===== src/rtl/uart_pkg.sv =====
// -----------------------------------------------------------------------------
// uart_pkg
// Shared definitions for the UART transmit path:
//   - UART_BYTE_W          : width of one UART byte
//   - DEF_MAX_BURST        : default bytes allowed under one grant
//   - DEF_START_TO         : default cycles allowed for tx_busy to rise
//   - state_e              : arbiter sequencing states
//   - onehot8_to_idx()     : index of the set bit in a one-hot vector (<= 8 bits)
// -----------------------------------------------------------------------------
package uart_pkg;

  localparam int UART_BYTE_W   = 8;
  localparam int DEF_MAX_BURST = 16;
  localparam int DEF_START_TO  = 8;

  typedef enum logic [2:0] {
    S_IDLE       = 3'd0,
    S_ARB        = 3'd1,
    S_LOAD       = 3'd2,
    S_WAIT_START = 3'd3,
    S_WAIT_DONE  = 3'd4
  } state_e;

  // Returns the position of the (single) set bit; 0 when no bit is set.
  function automatic logic [2:0] onehot8_to_idx(input logic [7:0] oh);
    logic [2:0] idx;
    idx = 3'd0;
    for (int i = 0; i < 8; i++) begin
      if (oh[i]) idx = 3'(i);
    end
    return idx;
  endfunction

endpackage


===== src/rtl/rr_arbiter.sv =====
// -----------------------------------------------------------------------------
// rr_arbiter
// Combinational round-robin pick. Searches req upward starting at ptr and
// wrapping, and returns a one-hot vector for the first set request.
// Ports:
//   req  [N-1:0]   request vector
//   ptr  [PW-1:0]  index where the search starts (must be < N)
//   gnt  [N-1:0]   one-hot pick, all zero when req is zero
// -----------------------------------------------------------------------------
module rr_arbiter #(
  parameter  int N  = 4,
  localparam int PW = (N > 1) ? $clog2(N) : 1
) (
  input  logic [N-1:0]  req,
  input  logic [PW-1:0] ptr,
  output logic [N-1:0]  gnt
);

  logic          found;
  logic [PW-1:0] idx;

  always_comb begin
    gnt   = '0;
    found = 1'b0;
    idx   = '0;
    for (int i = 0; i < N; i++) begin
      idx = PW'((int'(ptr) + i) % N);
      if (!found && req[idx]) begin
        gnt[idx] = 1'b1;
        found    = 1'b1;
      end
    end
  end

endmodule


===== src/rtl/uart_tx_arbiter.sv =====
// -----------------------------------------------------------------------------
// uart_tx_arbiter
// Shares one UART byte transmitter between N requesters. One requester owns
// the transmitter for a packet (ended by req_last, or cut at MAX_BURST bytes),
// then ownership passes round-robin to the next waiting requester.
// Ports:
//   clk, rst          clock, asynchronous active-high reset
//   req_valid [N]     requester i has a byte pending
//   req_data  [8N]    byte of requester i at [8i+7:8i]
//   req_last  [N]     pending byte of requester i ends its packet
//   req_ready [N]     byte of requester i accepted this cycle
//   grant     [N]     one-hot owner, zero when nobody owns the transmitter
//   tx_send           one-cycle start pulse to the transmitter
//   tx_data   [8]     byte to transmit, held until the next load
//   tx_busy           transmitter is framing a byte
//   err_timeout       one-cycle pulse: tx_busy never rose after tx_send
// -----------------------------------------------------------------------------
module uart_tx_arbiter
  import uart_pkg::*;
#(
  parameter int N         = 4,
  parameter int MAX_BURST = DEF_MAX_BURST,
  parameter int START_TO  = DEF_START_TO
) (
  input  logic                     clk,
  input  logic                     rst,
  input  logic [N-1:0]             req_valid,
  input  logic [UART_BYTE_W*N-1:0] req_data,
  input  logic [N-1:0]             req_last,
  output logic [N-1:0]             req_ready,
  output logic [N-1:0]             grant,
  output logic                     tx_send,
  output logic [UART_BYTE_W-1:0]   tx_data,
  input  logic                     tx_busy,
  output logic                     err_timeout
);

  localparam int PW = (N > 1) ? $clog2(N) : 1;
  localparam int BW = $clog2(MAX_BURST + 1);
  localparam int TW = $clog2(START_TO + 1);

  state_e                 state_q, state_d;
  logic [PW-1:0]          ptr_q, ptr_d;
  logic [N-1:0]           grant_q, grant_d;
  logic                   tx_send_q, tx_send_d;
  logic [UART_BYTE_W-1:0] tx_data_q, tx_data_d;
  logic                   last_q, last_d;
  logic [BW-1:0]          burst_q, burst_d;
  logic [TW-1:0]          to_q, to_d;
  logic                   err_q, err_d;

  logic [N-1:0]           arb_gnt;
  logic [7:0]             grant8;
  logic [PW-1:0]          g_idx;
  logic [PW-1:0]          ptr_next;
  logic                   any_valid;
  logic                   g_valid;
  logic [UART_BYTE_W-1:0] g_data;
  logic                   g_last;

  rr_arbiter #(.N(N)) u_rr (
    .req (req_valid),
    .ptr (ptr_q),
    .gnt (arb_gnt)
  );

  // Owner index and the pointer value that hands priority to its successor.
  always_comb begin
    grant8          = '0;
    grant8[N-1:0]   = grant_q;
    g_idx           = PW'(onehot8_to_idx(grant8));
    ptr_next        = PW'((int'(g_idx) + 1) % N);
  end

  assign any_valid = |req_valid;
  assign g_valid   = |(req_valid & grant_q);

  // Only the owner's lanes are looked at; other requesters are ignored.
  always_comb begin
    g_data = '0;
    g_last = 1'b0;
    for (int i = 0; i < N; i++) begin
      if (grant_q[i]) begin
        g_data = req_data[UART_BYTE_W*i +: UART_BYTE_W];
        g_last = req_last[i];
      end
    end
  end

  always_comb begin
    state_d   = state_q;
    ptr_d     = ptr_q;
    grant_d   = grant_q;
    tx_send_d = 1'b0;
    tx_data_d = tx_data_q;
    last_d    = last_q;
    burst_d   = burst_q;
    to_d      = to_q;
    err_d     = 1'b0;
    req_ready = '0;

    unique case (state_q)
      S_IDLE: begin
        grant_d = '0;
        if (any_valid) state_d = S_ARB;
      end

      S_ARB: begin
        burst_d = '0;
        if (any_valid) begin
          grant_d = arb_gnt;
          state_d = S_LOAD;
        end else begin
          grant_d = '0;
          state_d = S_IDLE;
        end
      end

      S_LOAD: begin
        // Handshake is combinational so the byte moves on this very edge.
        req_ready = req_valid & grant_q;
        if (g_valid) begin
          tx_data_d = g_data;
          tx_send_d = 1'b1;
          last_d    = g_last;
          burst_d   = burst_q + BW'(1);
          to_d      = '0;
          state_d   = S_WAIT_START;
        end else begin
          grant_d = '0;
          ptr_d   = ptr_next;
          state_d = S_ARB;
        end
      end

      S_WAIT_START: begin
        // to_q counts the cycles already spent here, starting at the tx_send cycle.
        if (tx_busy) begin
          state_d = S_WAIT_DONE;
        end else if (to_q == TW'(START_TO - 1)) begin
          err_d   = 1'b1;
          grant_d = '0;
          ptr_d   = ptr_next;
          state_d = S_ARB;
        end else begin
          to_d = to_q + TW'(1);
        end
      end

      S_WAIT_DONE: begin
        if (!tx_busy) begin
          if (!last_q && (burst_q < BW'(MAX_BURST)) && g_valid) begin
            state_d = S_LOAD;
          end else begin
            grant_d = '0;
            ptr_d   = ptr_next;
            state_d = any_valid ? S_ARB : S_IDLE;
          end
        end
      end

      default: begin
        grant_d = '0;
        state_d = S_IDLE;
      end
    endcase
  end

  // State register: everything returns to its idle value at once on reset,
  // including tx_send so a half-issued start pulse is suppressed.
  always_ff @(posedge clk or posedge rst) begin
    if (rst) begin
      state_q   <= S_IDLE;
      ptr_q     <= '0;
      grant_q   <= '0;
      tx_send_q <= 1'b0;
      tx_data_q <= '0;
      last_q    <= 1'b0;
      burst_q   <= '0;
      to_q      <= '0;
      err_q     <= 1'b0;
    end else begin
      state_q   <= state_d;
      ptr_q     <= ptr_d;
      grant_q   <= grant_d;
      tx_send_q <= tx_send_d;
      tx_data_q <= tx_data_d;
      last_q    <= last_d;
      burst_q   <= burst_d;
      to_q      <= to_d;
      err_q     <= err_d;
    end
  end

  assign grant       = grant_q;
  assign tx_send     = tx_send_q;
  assign tx_data     = tx_data_q;
  assign err_timeout = err_q;

endmodule

===== config.mk =====
export PLATFORM = sky130hd
export DESIGN_NAME = uart_tx_arbiter
export DESIGN_NICKNAME = d
export VERILOG_FILES = /design/src/rtl/uart_pkg.sv /design/src/rtl/rr_arbiter.sv /design/src/rtl/uart_tx_arbiter.sv
export SDC_FILE = /design/constraint.sdc
export NUM_CORES = 1
export LEC_CHECK = 0
export CAP_MARGIN = 20
export CORE_ASPECT_RATIO = 0.7
export CORE_UTILIZATION = 40
export CTS_CLUSTER_DIAMETER = 40
export CTS_CLUSTER_SIZE = 8
export DETAILED_ROUTE_END_ITERATION = 10
export PLACE_DENSITY = 0.7
export SYNTH_ARGS = -nofsm -noshare
export SYNTH_HDL_FRONTEND = slang
export SYNTH_SLANG_ARGS = --single-unit

===== constraint.sdc =====
create_clock -name clk -period 2.9 [get_ports clk]
set_input_delay 0.58 -clock clk [delete_from_list [all_inputs] [get_ports clk]]
set_output_delay 0.58 -clock clk [all_outputs]
set_load 0.02 [all_outputs]

==> results of run 1 <==
==> final timing paths <==
kind	endpoint	slack, ns	cells past startpoint
max	req_ready[1]	0.28	4
min	tx_data[2]$_DFFE_PP0P_	0.48	2
max reg2reg	grant[2]$_DFFE_PP0P_	0.51	7
min reg2reg	tx_data[2]$_DFFE_PP0P_	0.48	2
max in group asynchronous	tx_data[1]$_DFFE_PP0P_	1.95	3
min in group asynchronous	tx_send$_DFF_PP0_	0.68	3
==> per-layer routing <==
metal  part of all wire  wire (um)
met4             0.0050         26
met3              0.079        414
met2               0.46       2380
met5                  0          0
met1               0.46       2400
==> per-stage QoR <==
stage                     area (sq um)  hold WS, ns  setup WS (ns)  power, mW
final                             2740        0.485          0.278       2.23
after global placement            2660        0.468          0.337       1.89
after CTS                         2740        0.493          0.279       2.24
after floorplan                   2000        0.458          0.688       1.50
after global routing              2740        0.514          0.182       2.41
after detailed placement          2660        0.478          0.287       1.91
==> cells in the mapped netlist (all sizes together), types with 2 or more instances <==
cell type / n / area [sq um]
a21oi: 17 / 92.6
a221o: 4 / 40.0
a221oi: 8 / 70.1
a22oi: 3 / 22.5
a31oi: 5 / 31.3
and3b: 3 / 26.3
buf: 12 / 71.3
clkbuf: 4 / 15.0
dfrtp: 29 / 726
ha: 9 / 113
inv: 8 / 30.0
mux2: 4 / 45.0
mux2i: 3 / 30.0
nand2: 27 / 104
nand3b: 3 / 22.5
nand4: 4 / 25.0
nor2: 21 / 78.8
nor3: 13 / 65.1
nor3b: 4 / 30.0
o211a: 2 / 20.0
o21ai: 24 / 124
o21bai: 2 / 15.0
o311ai: 2 / 35.0
xor2: 4 / 35.0
==> flip-flops by register name (all words and copies together), names as in the netlist <==
register,count
last_q,1
tx_data,8
tx_send,1
grant,4
to_q,4
state_q,3
burst_q,5
ptr_q,2
err_timeout,1
==> layout make-up <==
cell class              count  area (sq um)  share of cell area
multi-input cells         179          1160               0.423
flip-flops and latches     29           726               0.265
repair buffers             67           653               0.238
well taps                  69          86.3              0.0315
clock buffers               6          72.6              0.0265
inverters                   9          33.8              0.0123
clock inverters             2          10.0             0.00365
==> where the power goes <==
| group | leakage [nW] | switching, mW | total, mW | internal (mW) |
|---|---|---|---|---|
| Combinational | 0.713 | 0.672 | 1.21 | 0.539 |
| Sequential | 0.385 | 0.161 | 0.693 | 0.532 |
| Clock | 0.0450 | 0.159 | 0.325 | 0.166 |
| Total | 1.14 | 0.992 | 2.23 | 1.24 |
==> worst max-delay path, stage by stage <==
cell and delay (ns):
clkdlybuf4s50_1 0.62, nand2_1 0.10, nor2_1 0.13, clkdlybuf4s50_1 0.62
==> logic make-up (layout without fill, tap and decap cells) <==
family,after synthesis,after routing,share of synthesized area
compound gates,73,73,0.248
xor+xnor,4,4,0.0175
fa+ha+maj,9,9,0.0562
buf+inv,25,84,0.0600
flops,29,29,0.362
mux,7,7,0.0375
simple gates,86,86,0.219
==> flow_metrics.env, run 1 <==
export IMPL_wl_um=5220
export IMPL_syn_to_final_growth_pct=36.7
export IMPL_num_rows=21
export IMPL_cts_hold_buf=0
export IMPL_grt_pass1_vias=1795
export IMPL_tightest_slew_ns=0.730
export IMPL_top_usage_layer="met2"
export IMPL_viasPerCell=5.42
export IMPL_final_max_slew_viol_count=0
export IMPL_hold_viol=0
export IMPL_gr_usage_met2=0.363
export IMPL_vias=1958
export IMPL_worst_clock_skew_ns=0.00400
export IMPL_ctsResizeCount=0
export IMPL_syn_num_nets=285
export IMPL_antenna_found_initial=0
export IMPL_fin_cells=361
export IMPL_dr_first_iter_drc_count=103
export IMPL_gp_congestion=0.968
export IMPL_max_slew_margin=0.512
export IMPL_nNetsFinal=343
export IMPL_async_reset_ff_frac=1.00
export IMPL_layout_commonest_cell="clkdlybuf4s50_1"
export IMPL_cts_tree="done"
export IMPL_ys_flop_type="dfrtp_1"
export IMPL_criticalPathCategory="input pin to output pin"
export IMPL_core_area_sq_um=4810
export IMPL_hold_class="flop to flop"
export IMPL_cts_htree_levels=2
export IMPL_hold_start="tx_data[2]$_DFFE_PP0P_"
export IMPL_maxCapViolations=0
export IMPL_ys_types=51
export IMPL_diodes=0
export IMPL_yosysSeqAreaShare=0.362
export IMPL_cts_setup_buffers=0
export IMPL_finalCritPeriodShare=0.904
export IMPL_endpoint_kind="output pin"
export IMPL_cts_root_buf="clkbuf_8"
export IMPL_dr_pass1_iters=4
export IMPL_fillers=456
export IMPL_grt_max_degree=30
export IMPL_setup_tns_ns=0
export IMPL_cts_sinks=29
export IMPL_use_met3=0.0657
export IMPL_rsz0062_at_grt="false"
export IMPL_start_util=0.417
export IMPL_setup_viol_count_final=0
export IMPL_post_drt_wl_per_cell_um=14.5
export IMPL_drc=0
export IMPL_ir_worst_vdd_mv=0.272
export IMPL_startpoint_type="input pin"
export IMPL_clkSlewWorstSetupHoldPaths_ns=0.06
export IMPL_insertion_delay_ns=0.28
export IMPL_netlist_instances=233
export IMPL_ys_ff_latch=29
export IMPL_synth_cell_area_sq_um=2000
export IMPL_fp_dieH_um=61.2
export IMPL_clockBufferDepth=2
export IMPL_use_met1=0.280
export IMPL_grt_pass1_wl_um=8610
export IMPL_numCtsBuffers=5
export IMPL_synth_area_per_cell_sq_um=8.60
export IMPL_crit_path_max_fanout=9
export IMPL_outcome="finished clean"
export IMPL_cp_data_required_time_ns=2.32
export IMPL_cp_data_arrival_time_ns=2.04
export IMPL_place_hpwl_um=3830
export IMPL_yosysWarnings=0
export IMPL_leakage_nw=1.14
export IMPL_power_density_nw_per_um2=814
export IMPL_place_inst=353
export IMPL_fin_crit_ns=2.62
export IMPL_worstReg2RegStart="ptr_q[1]$_DFFE_PP0P_"
export IMPL_utilization=0.570
export IMPL_track_usage=0.215
export IMPL_crit_start="req_valid[1]"
export IMPL_synth_edf_count=0
export IMPL_drive_gt1_frac=0.0856
export IMPL_grt_overflow=0
export IMPL_layout_common_cells="clkdlybuf4s50_1 (60), dfrtp_1 (29), nand2_1 (26), nor2_1 (21), a21oi_1 (15)"
export IMPL_die_w_um=86.6
export IMPL_dieArea_sq_um=5300
export IMPL_drtAntennaViolNets=0
export IMPL_ios=61
export IMPL_io_buffer_count=60
export IMPL_clock_fmax_ghz=0.381
Note: power is estimated with default switching activity, not from simulation.
==> run 2: changes to the inputs <==
--- a/config.mk
+++ b/config.mk
@@ -9,9 +9,10 @@
 export CORE_ASPECT_RATIO = 0.7
 export CORE_UTILIZATION = 40
 export CTS_CLUSTER_DIAMETER = 40
-export CTS_CLUSTER_SIZE = 8
+export CTS_CLUSTER_SIZE = 10
 export DETAILED_ROUTE_END_ITERATION = 10
 export PLACE_DENSITY = 0.7
+export SKIP_CTS_REPAIR_TIMING = 1
 export SYNTH_ARGS = -nofsm -noshare
 export SYNTH_HDL_FRONTEND = slang
 export SYNTH_SLANG_ARGS = --single-unit
==> results of run 2 <==
Final layout, timing and power as in run 1 (identical DEF).
==> run 3: changes to the inputs <==
--- a/config.mk
+++ b/config.mk
@@ -5,6 +5,8 @@
 export SDC_FILE = /design/constraint.sdc
 export NUM_CORES = 1
 export LEC_CHECK = 0
+export ABC_AREA = 1
+export ABC_CLOCK_PERIOD_IN_PS = 2900
 export CAP_MARGIN = 20
 export CORE_ASPECT_RATIO = 0.7
 export CORE_UTILIZATION = 40
@@ -12,6 +14,7 @@
 export CTS_CLUSTER_SIZE = 10
 export DETAILED_ROUTE_END_ITERATION = 10
 export PLACE_DENSITY = 0.7
+export REMOVE_ABC_BUFFERS = 1
 export SKIP_CTS_REPAIR_TIMING = 1
 export SYNTH_ARGS = -nofsm -noshare
 export SYNTH_HDL_FRONTEND = slang
==> flow_metrics.env, run 3 <==
export IMPL_p_sw_mw=1.24
export IMPL_dr_first_iter_drc_count=156
export IMPL_dr_pass1_iters=4
export IMPL_final_max_slew_viol_count=0
export IMPL_power_density_nw_per_um2=924
export IMPL_netlist_instances=288
export IMPL_power_frac_seq=0.275
export IMPL_crit_family="buffers and inverters"
export IMPL_utilization=0.581
export IMPL_combPwrFrac=0.583
export IMPL_multiInputGateArea_sq_um=1130
export IMPL_finalPower_mw=2.58
export IMPL_viasPerCell=4.94
export IMPL_start_util=0.417
export IMPL_finalCritPeriodShare=0.870
export IMPL_layout_commonest_cell="nand2_1"
export IMPL_wl_um=5430
export IMPL_max_slew_margin=0.683
export IMPL_yosysSeqAreaShare=0.362
export IMPL_grt_pass1_vias=1900
export IMPL_synth_area_per_cell_sq_um=6.97
export IMPL_cts_root_buf="clkbuf_8"
export IMPL_critPathBufInv=2
export IMPL_diodes=0
export IMPL_ys_types=30
export IMPL_rsz0062_at_grt="false"
export IMPL_synth_cell_area_sq_um=2010
export IMPL_hold_class="flop to flop"
export IMPL_synth_edf_count=0
export IMPL_drive_gt1_frac=0.0843
export IMPL_criticalPathCategory="input pin to output pin"
export IMPL_clkSlewWorstSetupHoldPaths_ns=0.06
export IMPL_antenna_found_initial=0
export IMPL_leakage_nw=1.31
export IMPL_gp_congestion=0.972
export IMPL_layout_common_cells="nand2_1 (102), clkdlybuf4s50_1 (60), nand3_1 (32), dfrtp_1 (29), inv_1 (26)"
export IMPL_setup_tns_ns=0
export IMPL_setup_viol_count_final=0
export IMPL_endpoint_kind="output pin"
export IMPL_async_reset_ff_frac=1.00
export IMPL_synth_top_area_cell="dfrtp_1"
export IMPL_cp_data_required_time_ns=2.32
export IMPL_clock_fmax_ghz=0.397
export IMPL_track_usage=0.215
export IMPL_io_buffer_count=60
export IMPL_tightest_slew_ns=0.475
export IMPL_cp_data_arrival_time_ns=1.94
export IMPL_maxCapViolations=0
export IMPL_grt_overflow=0
export IMPL_drc=0
export IMPL_regArea_sq_um=726
export IMPL_worst_clock_skew_ns=0.00404
export IMPL_worst_path_most_repeated_cell="clkdlybuf4s50_1"
export IMPL_ys_ff_latch=29
export IMPL_cts_sinks=29
export IMPL_fin_crit_ns=2.52
export IMPL_grt_max_degree=30
export IMPL_insertion_delay_ns=0.28
export IMPL_cts_tree="done"
export IMPL_outcome="finished clean"
export IMPL_ir_worst_vdd_mv=0.550
export IMPL_synth_most_common_cell="nand2_1"
export IMPL_numCtsBuffers=5
export IMPL_cpMaxStageDelayCell="clkdlybuf4s50_1"
export IMPL_synthTopCellsByCount="nand2_1 (102), nand3_1 (32), dfrtp_1 (29)"
export IMPL_swShare=0.480
export IMPL_place_area_sq_um=2690
export IMPL_ys_flop_type="dfrtp_1"
export IMPL_syn_to_final_growth_pct=39.3
export IMPL_final_cell_area_sq_um=2800
export IMPL_worstPathCellList="clkdlybuf4s50_1 -> nand2_1 -> nor2_1 -> clkdlybuf4s50_1"
export IMPL_fp_dieH_um=61.3
export IMPL_drtAntennaViolNets=0
export IMPL_fillers=458
export IMPL_clockBufferDepth=2
export IMPL_yosysWarnings=0
export IMPL_p_int_mw=1.34
export IMPL_max_stage_delay_ns=0.62
export IMPL_yosys_top_cells_area="dfrtp_1 (36%), nand2_1 (19%), nand3_1 (8.0%), ha_1 (5.6%), inv_1 (4.9%)"
export IMPL_place_hpwl_um=4200
export IMPL_die_w_um=86.7
export IMPL_vias=2100
export IMPL_num_rows=21
export IMPL_yosys_area_top_type_share=0.362
export IMPL_dieArea_sq_um=5310
export IMPL_crit_path_max_fanout=4
export IMPL_nNetsFinal=407
export IMPL_grt_pass1_wl_um=8690
export IMPL_post_drt_wl_per_cell_um=12.8
export IMPL_largest_register_ffs=8
export IMPL_clkPwrFrac=0.142
export IMPL_hold_viol=0
export IMPL_ios=61
export IMPL_core_area_sq_um=4810
export IMPL_cts_htree_levels=2
export IMPL_startpoint_type="input pin"
[run 3: changes by cell type in the layout (fill, tap and decap cells not counted), sizes merged, moves of 4 or more]
cell    previous run  this run
nand2             27       106
nand3              1        35
inv                8        30
nor3              13         2
o21ai             24        13
a221oi             8         0
a221o              4         0
a31oi              5         9
nor3b              4         0
[run 3: metal layers]
metal,global-route usage,routed length (um),up-vias
met5,0,0,-
met4,0.0524,23,0
met3,0.0617,263,2
met2,0.348,2410,49
met1,0.290,2730,968
li1,-,-,1081
[run 3: kinds of logic (layout without fill, tap and decap cells)]
kind of cell | after synthesis | count (layout) | share of synthesized area
AO/OA/AOI/OAI | 42 | 42 | 0.117
XOR/XNOR | 3 | 3 | 0.0131
buffers and inverters | 35 | 103 | 0.0761
flip-flops | 29 | 29 | 0.362
AND/OR/NAND/NOR | 169 | 169 | 0.371
multiplexers | 1 | 1 | 0.00561
adder cells (fa/ha/maj) | 9 | 9 | 0.0561
[run 3: power by group through the flow]
| stage | clock [mW] | combinational [mW] | sequential (mW) |
|---|---|---|---|
| after detailed placement | 0 | 1.50 | 0.718 |
| after global placement | 0 | 1.47 | 0.716 |
| after floorplan | 0 | 0.901 | 0.791 |
| final | 0.365 | 1.51 | 0.710 |
| after global routing | 0.395 | 1.69 | 0.731 |
| after CTS | 0.375 | 1.50 | 0.711 |
[run 3: worst reg2reg max path: stages (launching register included)]
cell     delay (ns)
dfrtp_1        0.64
inv_4          0.12
ha_1           0.37
inv_1          0.12
nand3_1        0.09
nand2_1        0.09
nand2_2        0.07
nor2_2         0.19
nand2_1        0.07
nand3_1        0.08
nand2_1        0.06
nand2_1        0.06
[run 3: through the flow]
step / setup WS (ns) / instances / hold slack, ns
floorplan: 0.884 / 283 / 0.471
global placement: 0.408 / 417 / 0.461
detailed placement: 0.391 / 417 / 0.465
CTS: 0.387 / 425 / 0.482
global route: 0.305 / 425 / 0.491
finish: 0.378 / 425 / 0.480
[run 3: path summary, 6_finish.rpt]
path | start | endpoint | slack (ns) | cells past startpoint
worst max-delay path | req_valid[1] | req_ready[1] | 0.38 | 4
worst min-delay path | tx_data[5]$_DFFE_PP0P_ | tx_data[5]$_DFFE_PP0P_ | 0.48 | 2
worst max register to register | ptr_q[0]$_DFFE_PP0P_ | grant[0]$_DFFE_PP0P_ | 0.89 | 11
worst min register to register | tx_data[5]$_DFFE_PP0P_ | tx_data[5]$_DFFE_PP0P_ | 0.48 | 2
max in group asynchronous | rst | burst_q[1]$_DFFE_PP0P_ | 1.96 | 3
min in group asynchronous | rst | tx_data[5]$_DFFE_PP0P_ | 0.67 | 3
[run 3: cell type report]
type / count / area share
Multi-Input combinational cell: 224 / 0.404
Sequential cell: 29 / 0.260
Clock buffer: 7 / 0.0345
Tap cell: 69 / 0.0309
Inverter: 30 / 0.0412
Timing Repair Buffer: 65 / 0.228
Clock inverter: 1 / 0.00179
